File: src/rtl/multi_alarm_clock.sv
// multi_alarm_clock: 1 Hz divider, 24 h time counters with synchronous load,
// and NUM_ALARMS alarm channels with enable, ring timeout and snooze.
module multi_alarm_clock #(
  parameter int CLK_HZ       = 50_000_000,
  parameter int NUM_ALARMS   = 4,
  parameter int RING_SECONDS = 30,
  parameter int SNOOZE_MIN   = 5,
  localparam int AW = (NUM_ALARMS > 1) ? $clog2(NUM_ALARMS) : 1
) (
  input  logic                  CLK_50,
  input  logic                  reset_en,
  input  logic                  run_en,
  input  logic                  set_time_en,
  input  logic [5:0]            hour_set,
  input  logic [5:0]            minute_set,
  input  logic [5:0]            second_set,
  input  logic                  alarm_wr_en,
  input  logic [AW-1:0]         alarm_idx,
  input  logic                  alarm_on,
  input  logic [5:0]            alarm_hour,
  input  logic [5:0]            alarm_minute,
  input  logic [5:0]            alarm_second,
  input  logic                  ack,
  input  logic                  snooze,
  output logic [5:0]            hour,
  output logic [5:0]            minute,
  output logic [5:0]            second,
  output logic                  tick,
  output logic                  set_err,
  output logic [NUM_ALARMS-1:0] ringing,
  output logic                  alarm_any,
  output logic [AW-1:0]         ring_idx
);

  localparam int DW = (CLK_HZ > 1) ? $clog2(CLK_HZ) : 1;
  localparam logic [DW-1:0] DIV_MAX = DW'(CLK_HZ - 1);
  localparam logic [7:0] RING_LAST = 8'(RING_SECONDS - 1);

  typedef enum logic [1:0] {
    ST_IDLE,
    ST_RINGING,
    ST_SNOOZED
  } ch_state_t;

  logic [DW-1:0] div_reg;
  logic [5:0]    hour_reg, minute_reg, second_reg;
  logic [5:0]    hour_next, minute_next, second_next;
  logic          tick_reg, set_err_reg;
  logic          div_wrap, time_ok, load_ok, alarm_ok, alarm_wr;
  logic [17:0]   cur_time, wake_time;
  logic [6:0]    wake_min_sum;
  logic [5:0]    wake_hour, wake_minute;
  logic [NUM_ALARMS-1:0] ringing_vec;
  logic [AW-1:0] ring_idx_next;

  assign div_wrap = run_en && (div_reg == DIV_MAX);
  assign time_ok  = (hour_set <= 6'd23) && (minute_set <= 6'd59) && (second_set <= 6'd59);
  assign load_ok  = set_time_en && time_ok;
  assign alarm_ok = (alarm_hour <= 6'd23) && (alarm_minute <= 6'd59) && (alarm_second <= 6'd59);
  assign alarm_wr = alarm_wr_en && alarm_ok;
  assign cur_time = {hour_reg, minute_reg, second_reg};

  // One-second increment of the current time with minute/hour carries and midnight wrap.
  always_comb begin
    hour_next   = hour_reg;
    minute_next = minute_reg;
    second_next = second_reg + 6'd1;
    if (second_reg == 6'd59) begin
      second_next = 6'd0;
      minute_next = minute_reg + 6'd1;
      if (minute_reg == 6'd59) begin
        minute_next = 6'd0;
        hour_next   = (hour_reg == 6'd23) ? 6'd0 : hour_reg + 6'd1;
      end
    end
  end

  // Snooze wake time: now plus SNOOZE_MIN minutes, seconds kept, wrapping at midnight.
  always_comb begin
    wake_min_sum = {1'b0, minute_reg} + 7'(SNOOZE_MIN);
    wake_minute  = wake_min_sum[5:0];
    wake_hour    = hour_reg;
    if (wake_min_sum >= 7'd60) begin
      wake_minute = 6'(wake_min_sum - 7'd60);
      wake_hour   = (hour_reg == 6'd23) ? 6'd0 : hour_reg + 6'd1;
    end
  end

  assign wake_time = {wake_hour, wake_minute, second_reg};

  // Divider, time counters, tick and set_err; a valid load overrides a same-cycle tick.
  always_ff @(posedge CLK_50 or negedge reset_en) begin
    if (!reset_en) begin
      div_reg     <= '0;
      hour_reg    <= 6'd0;
      minute_reg  <= 6'd0;
      second_reg  <= 6'd0;
      tick_reg    <= 1'b0;
      set_err_reg <= 1'b0;
    end else begin
      tick_reg    <= 1'b0;
      set_err_reg <= (set_time_en && !time_ok) || (alarm_wr_en && !alarm_ok);
      if (load_ok) begin
        hour_reg   <= hour_set;
        minute_reg <= minute_set;
        second_reg <= second_set;
        div_reg    <= '0;
      end else if (run_en) begin
        if (div_wrap) begin
          div_reg    <= '0;
          hour_reg   <= hour_next;
          minute_reg <= minute_next;
          second_reg <= second_next;
          tick_reg   <= 1'b1;
        end else begin
          div_reg <= div_reg + 1'b1;
        end
      end
    end
  end

  generate
    for (genvar gi = 0; gi < NUM_ALARMS; gi++) begin : g_ch
      ch_state_t   state_reg, state_next;
      logic        on_reg, on_next;
      logic [17:0] alarm_time_reg, alarm_time_next;
      logic [17:0] wake_reg, wake_next;
      logic [7:0]  cnt_reg, cnt_next;
      logic        wr_hit;

      assign wr_hit = alarm_wr && (alarm_idx == AW'(gi));

      // Channel next state: write, then ack, then snooze, then tick-driven match/timeout.
      // Matches are evaluated the cycle after a tick, against the freshly advanced time.
      always_comb begin
        state_next      = state_reg;
        on_next         = on_reg;
        alarm_time_next = alarm_time_reg;
        wake_next       = wake_reg;
        cnt_next        = cnt_reg;
        if (wr_hit) begin
          on_next         = alarm_on;
          alarm_time_next = {alarm_hour, alarm_minute, alarm_second};
          state_next      = ST_IDLE;
          cnt_next        = 8'd0;
        end else if (ack && (state_reg != ST_IDLE)) begin
          state_next = ST_IDLE;
        end else if (snooze && (state_reg == ST_RINGING)) begin
          state_next = ST_SNOOZED;
          wake_next  = wake_time;
        end else if (tick_reg) begin
          case (state_reg)
            ST_IDLE: begin
              if (on_reg && (alarm_time_reg == cur_time)) begin
                state_next = ST_RINGING;
                cnt_next   = 8'd0;
              end
            end
            ST_RINGING: begin
              cnt_next = cnt_reg + 8'd1;
              if (cnt_reg == RING_LAST) begin
                state_next = ST_IDLE;
              end
            end
            ST_SNOOZED: begin
              if (wake_reg == cur_time) begin
                state_next = ST_RINGING;
                cnt_next   = 8'd0;
              end
            end
            default: state_next = ST_IDLE;
          endcase
        end
      end

      // Channel state, stored alarm time, wake time and ring counter.
      always_ff @(posedge CLK_50 or negedge reset_en) begin
        if (!reset_en) begin
          state_reg      <= ST_IDLE;
          on_reg         <= 1'b0;
          alarm_time_reg <= 18'd0;
          wake_reg       <= 18'd0;
          cnt_reg        <= 8'd0;
        end else begin
          state_reg      <= state_next;
          on_reg         <= on_next;
          alarm_time_reg <= alarm_time_next;
          wake_reg       <= wake_next;
          cnt_reg        <= cnt_next;
        end
      end

      assign ringing_vec[gi] = (state_reg == ST_RINGING);
    end
  endgenerate

  // Lowest-index ringing channel; 0 when nothing rings.
  always_comb begin
    ring_idx_next = '0;
    for (int i = NUM_ALARMS - 1; i >= 0; i--) begin
      if (ringing_vec[i]) begin
        ring_idx_next = AW'(i);
      end
    end
  end

  assign hour      = hour_reg;
  assign minute    = minute_reg;
  assign second    = second_reg;
  assign tick      = tick_reg;
  assign set_err   = set_err_reg;
  assign ringing   = ringing_vec;
  assign alarm_any = |ringing_vec;
  assign ring_idx  = ring_idx_next;

endmodule

File: config.mk
export PLATFORM = sky130hd
export DESIGN_NAME = multi_alarm_clock
export DESIGN_NICKNAME = d
export VERILOG_FILES = /design/src/rtl/multi_alarm_clock.sv
export SDC_FILE = /design/constraint.sdc
export NUM_CORES = 1
export LEC_CHECK = 0
export ABC_CLOCK_PERIOD_IN_PS = 4600
export CAP_MARGIN = 15
export CORE_UTILIZATION = 55
export DETAILED_ROUTE_END_ITERATION = 8
export GPL_TIMING_DRIVEN = 0
export PLACE_DENSITY = 0.85
export SETUP_SLACK_MARGIN = 0.05
export SLEW_MARGIN = 20
export SYNTH_ARGS = -nofsm -noshare
export SYNTH_HDL_FRONTEND = slang
export SYNTH_SLANG_ARGS = --single-unit
File: constraint.sdc
create_clock -name CLK_50 -period 4.6 [get_ports CLK_50]
set_input_delay 0.46 -clock CLK_50 [delete_from_list [all_inputs] [get_ports CLK_50]]
set_output_delay 0.46 -clock CLK_50 [all_outputs]
set_load 0.01 [all_outputs]
**Word level (Yosys, flattened, before mapping)**

Index checks and enable logic that the tools add are counted.

- Bits in registers: 234
- Logic and storage cells: 262
- Bits of input ports: 46
- Output and inout port bits: 27

- Mux-type cells: 87
- Equality and inequality tests: 55
- Reductions and logical operators: 69
- Add/sub/neg operators: 10
- Bitwise gates (word level): 8
- Magnitude comparators: 7

Operators by type and width:

| operator | number |
|---|---|
| $mux W8 | 24 |
| $eq A18 B18 Y1 | 8 |
| $mux W6 | 17 |
| $pmux W8 S3 | 4 |
| $mux W26 | 3 |
| $mux W2 | 32 |
| $ne A5 B5 Y1 const B | 8 |
| $add A8 B1 Y8 const B | 4 |
| $eq A8 B5 Y1 const B | 4 |
| $reduce_bool A4 Y1 | 8 |
| $add A26 B1 Y26 const B | 1 |
| $eq A26 B26 Y1 const B | 1 |
| $logic_and A1 B1 Y1 | 25 |
| $le A6 B6 Y1 const B | 4 |
| $ne A3 B3 Y1 const B | 8 |
| $pmux W2 S3 | 4 |
| $reduce_and A6 Y1 | 4 |
| $reduce_bool A2 Y1 | 12 |
| $ne A5 B1 Y1 const B | 4 |
| $reduce_and A4 Y1 | 5 |
| $add A6 B1 Y6 const B | 3 |
| $ne A2 B2 Y1 const B | 8 |
| $reduce_and A3 Y1 | 5 |
| $eq A2 B2 Y1 const B | 6 |
| 14 further kinds | 34 |

**Longest topological paths before layout**

Gate-level depths: netlist of run 1.

- Word-level depth: 8
- Gate-level depth with buffers: 11
- Gate-level depth less buffers: 10

**Worst setup path after synthesis of run 1**

No wires, ideal clock.

- Kind: flip-flop to flip-flop
- From: register minute_reg[2] (netlist: minute[2])
- To: register g_ch[0].wake_reg[16]
- Setup time: 0.134 ns
- Clock period less this slack: 2.821 ns
- Data arrival time: 2.687 ns
- Buffers on the path: 2
- Stages on the path, launching flop included: 12
- Required time: 4.466 ns
- Setup slack: 1.779 ns
- Cell sequence: dfrtp_1 > buf_6 > clkbuf_1 > nor2_1 > xnor2_1 > ha_1 > or3b_2 > a21oi_1 > o31ai_2 > nand2_1 > mux2i_1 > o21ai_0

- Word-level cells in the longest chain between the ends: 3

RTL lines:

| element | line | RTL |
|---|---|---|
| start: declaration | 46 | `logic [5:0] hour_reg, minute_reg, second_reg;` |
| start signal: assignment | 105 | `minute_reg <= minute_set;` |
| start signal: assignment | 112 | `minute_reg <= minute_next;` |
| $add A6 B3 Y7 | 80 | `wake_min_sum = {1'b0, minute_reg} + 7'(SNOOZE_MIN);` |
| $ge A7 B6 Y1 | 83 | `if (wake_min_sum >= 7'd60) begin` |
| $mux W6 | 83 |  |
| end signal: assignment | 188 | `wake_reg <= wake_next;` |
| end: declaration | 127 | `logic [17:0] wake_reg, wake_next;` |

Every way passes these cells.
A chain may end at the register's enable or synchronous reset.

**Final worst setup path of run 1**

- From: register minute_reg[3] (netlist: minute[3])
- To: register g_ch[0].wake_reg[8]

Same word-level chain as after synthesis.

==> impl_metrics.ini, run 1 <==
[outcome]
status = finished, final reports clean

[critical_path]
cp_common_cell = buf_2
endpoint_kind = register
path_cells = buf_2 > buf_2 > xnor2_1 > ha_1 > or3b_2 > a21oi_1 > o31ai_2 > nand2_1 > xor2_1 > o21ai_0
cp_data_arrival_time_ps = 4040
path_max_fanout = 10
required_ps = 4980
critical_path.max_stage_delay_ps = 560
cpMaxStageDelayCell = dfrtp_1
start_kind = register
critPathKind = register to register

[timing]
fin_ws_ps = 944
tns_ps = 0
finClkSkew_ps = 10.8
timing.fmax_mhz = 274
rsz0062_at_grt = no
report.final.slew_viol_count = 0
period_share = 0.795
hold_violations = 0
worst_hold_slack_ps = 400
maxSlewHeadroom = 0.370
period_minus_slack_ps = 3660
worstMarginPinSlew_ps = 931
setup_viol = 0

[grt]
grt_pass1_wl_mm = 58.4
grt_overflow = 0
antenna_found_initial = 0
grtUsageTotal = 0.315
grt_max_degree = 94
grt_pass1_vias = 10995

[logic_synthesis]
ys_ff_latch = 234
synth.avg_cell_area_um2 = 9.08
ys_types = 76
syn_nets = 1463
synth_flop_cell = dfrtp_1
synth_edf_count = 0
syn_area_um2 = 12800
ys_warn_count = 0
synth_seq_area_share = 0.459
ys_async_sr_fraction = 1.00
syn-instance-count = 1404

[clocking]
cts_root_buffer = clkbuf_16
cts_tree = done
clk_latency_ps = 530
clkSlewWorstSetupHoldPaths_ps = 70
numCtsBuffers = 25
clock-sinks = 234
htree_levels = 1
post_cts_buffers = 0
cts_buffer_depth = 3

[final_layout]
regArea_um2 = 5860
antenna_cells = 0
multi_input_area_um2 = 6360
nFillCells = 1764
final_nets = 1563
drive_gt1_frac = 0.0843
area_growth_syn_to_layout_pct = 15.4
final_cell_area_um2 = 14700

[floorplanning]
start_util = 0.562
dieArea_um2 = 23800
core_area_um2 = 22700
dieHeight_um = 154
io_pins = 73
rows = 55
die_x_um = 154

[routing]
drc_errors = 0
ant_nets = 0
wl_per_cell_um = 20.4
first_pass_iters = 5
dr.first_iter.drc_count = 1019
finalWirelength_mm = 36.8
viasPerCell = 6.16
vias = 11106

[power]
ir_drop_v = 0.000366
p_per_area_nw_per_um2 = 393
p_leak_nw = 6.49

[placed_design]
dpl_worst_slack_ps = 1080
placed_area_um2 = 13900
gp_congestion = 0.916
hpwl_mm = 25.7
port-buffer-count = 70

[run]
cap_viol_max_count = 0

[min_path]
min_path_type = primary input to register
[path summary, 6_finish.rpt]
check                          startpoint                   endpoint  slack [ps]  depth (start not counted)
max                             minute[3]        g_ch[0].wake_reg[8]         940                         10
min                                run_en                 div_reg[1]         400                          3
max reg2reg                     minute[3]        g_ch[0].wake_reg[8]         940                         10
min reg2reg                g_ch[2].on_reg             g_ch[2].on_reg         480                          2
max in group asynchronous        reset_en  g_ch[3].alarm_time_reg[7]        3330                          3
min in group asynchronous        reset_en         g_ch[2].cnt_reg[6]         440                          2
[report_power, final]
group | internal, mW | leakage [nW] | total (mW) | switching [mW]
clock | 1.26 | 0.406 | 2.10 | 0.834
combinational | 0.496 | 2.98 | 1.23 | 0.731
sequential | 2.27 | 3.11 | 2.47 | 0.195
[stage by stage]
step           utilization  total power [mW]  instances
5_1_grt              0.648              5.99       1804
2_1_floorplan            -              3.22       1404
3_3_place_gp         0.608              3.63       1759
6_report             0.648              5.79       1804
4_1_cts              0.648              5.77       1804
3_5_place_dp         0.611              3.68       1761
[metal layers]
metal | routed length (µm) | track usage | vias to the layer above
met2 | 17000 | 0.506 | 588
li1 | - | - | 5011
met1 | 14300 | 0.418 | 5371
met4 | 1930 | 0.159 | 0
met5 | 0 | 0 | -
met3 | 3510 | 0.0471 | 136
[synth_stat cells, types with 7 or more instances]
cell      number  area (µm²)
nand2_1      341        1280
dfrtp_1      234        5860
xnor2_1       91         797
o21ai_0       81         405
xor2_1        81         709
nor2_1        74         278
nand3_1       46         230
clkbuf_1      42         158
nand4_1       36         225
inv_1         32         120
nor3_1        30         150
mux2_2        28         315
a21oi_1       24         120
buf_2         23         115
nor4_1        22         138
a31oi_1       17         106
ha_1          13         163
and3_1        12        75.1
mux2i_1       12         120
o21ai_1       10        50.1
or3_1         10        62.6
and2_1         9        56.3
and4_1         8        70.1
buf_4          8        60.1
o211ai_1       8        60.1
buf_6          7        78.8
[cells by family after synthesis]
logic type               Yosys count  share of synthesized area
AND/OR/NAND/NOR                  628                      0.229
adder cells (fa/ha/maj)           14                     0.0135
AO/OA/AOI/OAI                    203                      0.104
buffers and inverters            113                     0.0420
flip-flops                       234                      0.459
XOR/XNOR                         172                      0.118
multiplexers                      40                     0.0341
[cell usage in the layout, fill, tap and decap left out, types with 36 or more instances in the layout]
cell	n
nand4_1	36
xnor2_1	91
clkbuf_1	45
xor2_1	81
nand3_1	46
nor2_1	74
nand2_1	341
clkdlybuf4s50_1	69
dfrtp_1	234
o21ai_0	81
[final cells by class]
class / instances / area share
inverter: 33 / 0.00841
sequential: 234 / 0.398
multi-input combinational: 1057 / 0.432
timing repair buffer: 73 / 0.0524
clock inverter: 11 / 0.0110
buffer: 80 / 0.0280
clock buffer: 31 / 0.0461
tap: 285 / 0.0242
[timing repair]
| item | in CTS | in global routing |
|---|---|---|
| resized for setup | 0 | 0 |
| endpoints found under the hold margin | 50 | 0 |
| hold buffers | 1 | 0 |
[worst max-delay path: cells and delay by family, from the launching register on]
family	cells	cell delay (ps)
buffers and inverters	2	730
AND/OR/NAND/NOR	2	690
adder cells (fa/ha/maj)	1	220
AO/OA/AOI/OAI	3	630
XOR/XNOR	2	680
flip-flops	1	560
No activity file was read; power rests on OpenSTA's default activity.
==> run 2, diff against run 1 <==
--- a/config.mk
+++ b/config.mk
@@ -5,7 +5,7 @@
 export SDC_FILE = /design/constraint.sdc
 export NUM_CORES = 1
 export LEC_CHECK = 0
-export ABC_CLOCK_PERIOD_IN_PS = 4600
+export ABC_CLOCK_PERIOD_IN_PS = 3500
 export CAP_MARGIN = 15
 export CORE_UTILIZATION = 55
 export DETAILED_ROUTE_END_ITERATION = 8
==> constraint.sdc (replaced) <==
create_clock -name CLK_50 -period 3.5 [get_ports CLK_50]
set_input_delay 0.35 -clock CLK_50 [delete_from_list [all_inputs] [get_ports CLK_50]]
set_output_delay 0.35 -clock CLK_50 [all_outputs]
set_load 0.01 [all_outputs]
==> run 2 against run 1 <==
- sequential power up 31%
- die area unchanged
- clock power grew 31%
- sequential share of layout area fell by 0.083 points
- utilization is 0.15 points higher
- register-to-register slack lost 790 ps
- critical path depth unchanged
- via count rose by 0.48%
- critical endpoint is now g_ch[0].wake_reg[16]
- non-clock buffer count stayed put
- critical path type unchanged
==> impl_metrics.ini, run 2 (synthesis gave the netlist of run 1 again) <==
[timing]
hold_violations = 0
maxSlewHeadroom = 0.360
rsz0062_at_grt = no
report.final.slew_viol_count = 0
period_share = 0.957
worstMarginPinSlew_ps = 945
period_minus_slack_ps = 3350
tns_ps = 0
finClkSkew_ps = 11.9
setup_viol = 0
timing.fmax_mhz = 299

[routing]
wl_met1_mm = 14.4
drc_errors = 0
dr.first_iter.drc_count = 1079
dr_wl_met2_mm = 17.0
finalWirelength_mm = 36.9
highest_layer = met4
ant_nets = 0
vias = 11159
first_pass_iters = 5
viasPerCell = 6.19
met3_length_mm = 3.42
wl_per_cell_um = 20.4

[final_layout]
antenna_cells = 0
area_growth_syn_to_layout_pct = 15.7
nFillCells = 1759
drive_gt1_frac = 0.0902
final_core_util = 0.650
regArea_um2 = 5860
multi_input_area_um2 = 6390
final_nets = 1563
final_common_cell = nand2_1
layout_common_cells = 340 x nand2_1, 233 x dfrtp_1, 91 x xnor2_1

[critical_path]
path_max_fanout = 10
required_ps = 3880
start_kind = register
critPathKind = register to register
endpoint_kind = register
cp_data_arrival_time_ps = 3720

[floorplanning]
dieArea_um2 = 23800
start_util = 0.562
die_x_um = 154
dieHeight_um = 154
rows = 55
io_pins = 73
core_area_um2 = 22700

[clocking]
clock-sinks = 234
htree_levels = 1
clkSlewWorstSetupHoldPaths_ps = 60
numCtsBuffers = 25
cts_buffer_depth = 3
cts_tree = done
clk_latency_ps = 530
cts_root_buffer = clkbuf_16

[placed_design]
port-buffer-count = 70
hpwl_mm = 25.7
gp_congestion = 0.916

[power]
p_leak_nw = 6.48
p_per_area_nw_per_um2 = 517
ir_drop_v = 0.000479

[outcome]
status = finished, final reports clean

[grt]
grt_max_degree = 94
grtUsageTotal = 0.315
grt_pass1_vias = 10998
antenna_found_initial = 0
grt_overflow = 0
grt_pass1_wl_mm = 58.4

[min_path]
min_path_type = primary input to register

[run]
cap_viol_max_count = 0
-- run 2: power breakdown --
| part | internal, mW | total (mW) | switching (mW) |
|---|---|---|---|
| clock network | 1.66 | 2.75 | 1.09 |
| logic | 0.666 | 1.64 | 0.974 |
| registers | 2.98 | 3.24 | 0.256 |
| total | 5.31 | 7.63 | 2.32 |
-- run 2: worst max-delay path, stage by stage (launching register included) --
cell,delay [ps]
dfrtp_1,560
buf_4,330
buf_2,260
xnor2_1,130
ha_1,230
or3b_2,440
a21oi_1,290
o31ai_2,140
nand2_2,220
mux2i_2,400
o21ai_0,180
-- run 2: stage by stage --
stage | area (µm²) | hold slack, ps | cells | power (mW) | setup WS [ps]
global placement | 13800 | 454 | 1759 | 4.78 | -7750
finish | 14800 | 290 | 1804 | 7.63 | 152
CTS | 14700 | 283 | 1804 | 7.60 | 48.2
floorplan | 12800 | 54.4 | 1404 | 4.23 | 679
detailed placement | 13900 | 301 | 1761 | 4.84 | -21.8
global route | 14800 | 314 | 1804 | 7.90 | 53.8
-- run 2: timing repair --
action                                 CTS  global route
gates resized for setup                  6             5
setup buffers                            0             0
hold buffers                             1             0
cloned                                   0             0
pin swaps                                0             0
setup endpoints to repair               13            24
endpoints found under the hold margin   50             0
-- run 2: metal layers --
layer	vias up	track usage
met3	146	0.0485
met4	0	0.161
met5	-	0
li1	5004	-
met1	5378	0.417
met2	631	0.505
-- run 2: path summary, 6_finish.rpt --
kind | start | endpoint | slack, ps | cells after the start
max | minute[3] | g_ch[0].wake_reg[16] | 150 | 10
min | run_en | div_reg[1] | 290 | 3
max reg2reg | minute[3] | g_ch[0].wake_reg[16] | 150 | 10
min reg2reg | g_ch[2].on_reg | g_ch[2].on_reg | 480 | 2
max in group asynchronous | reset_en | minute[1] | 2350 | 3
min in group asynchronous | reset_en | g_ch[2].cnt_reg[6] | 340 | 2
-- run 2: area by class of cell --
type                    instances  area share
multi-input cells            1057       0.433
flip-flops and latches        234       0.397
repair buffers                 73      0.0522
clock buffers                  31      0.0460
plain buffers                  80      0.0282
well taps                     285      0.0242
clock inverters                11      0.0110
inverters                      33     0.00840
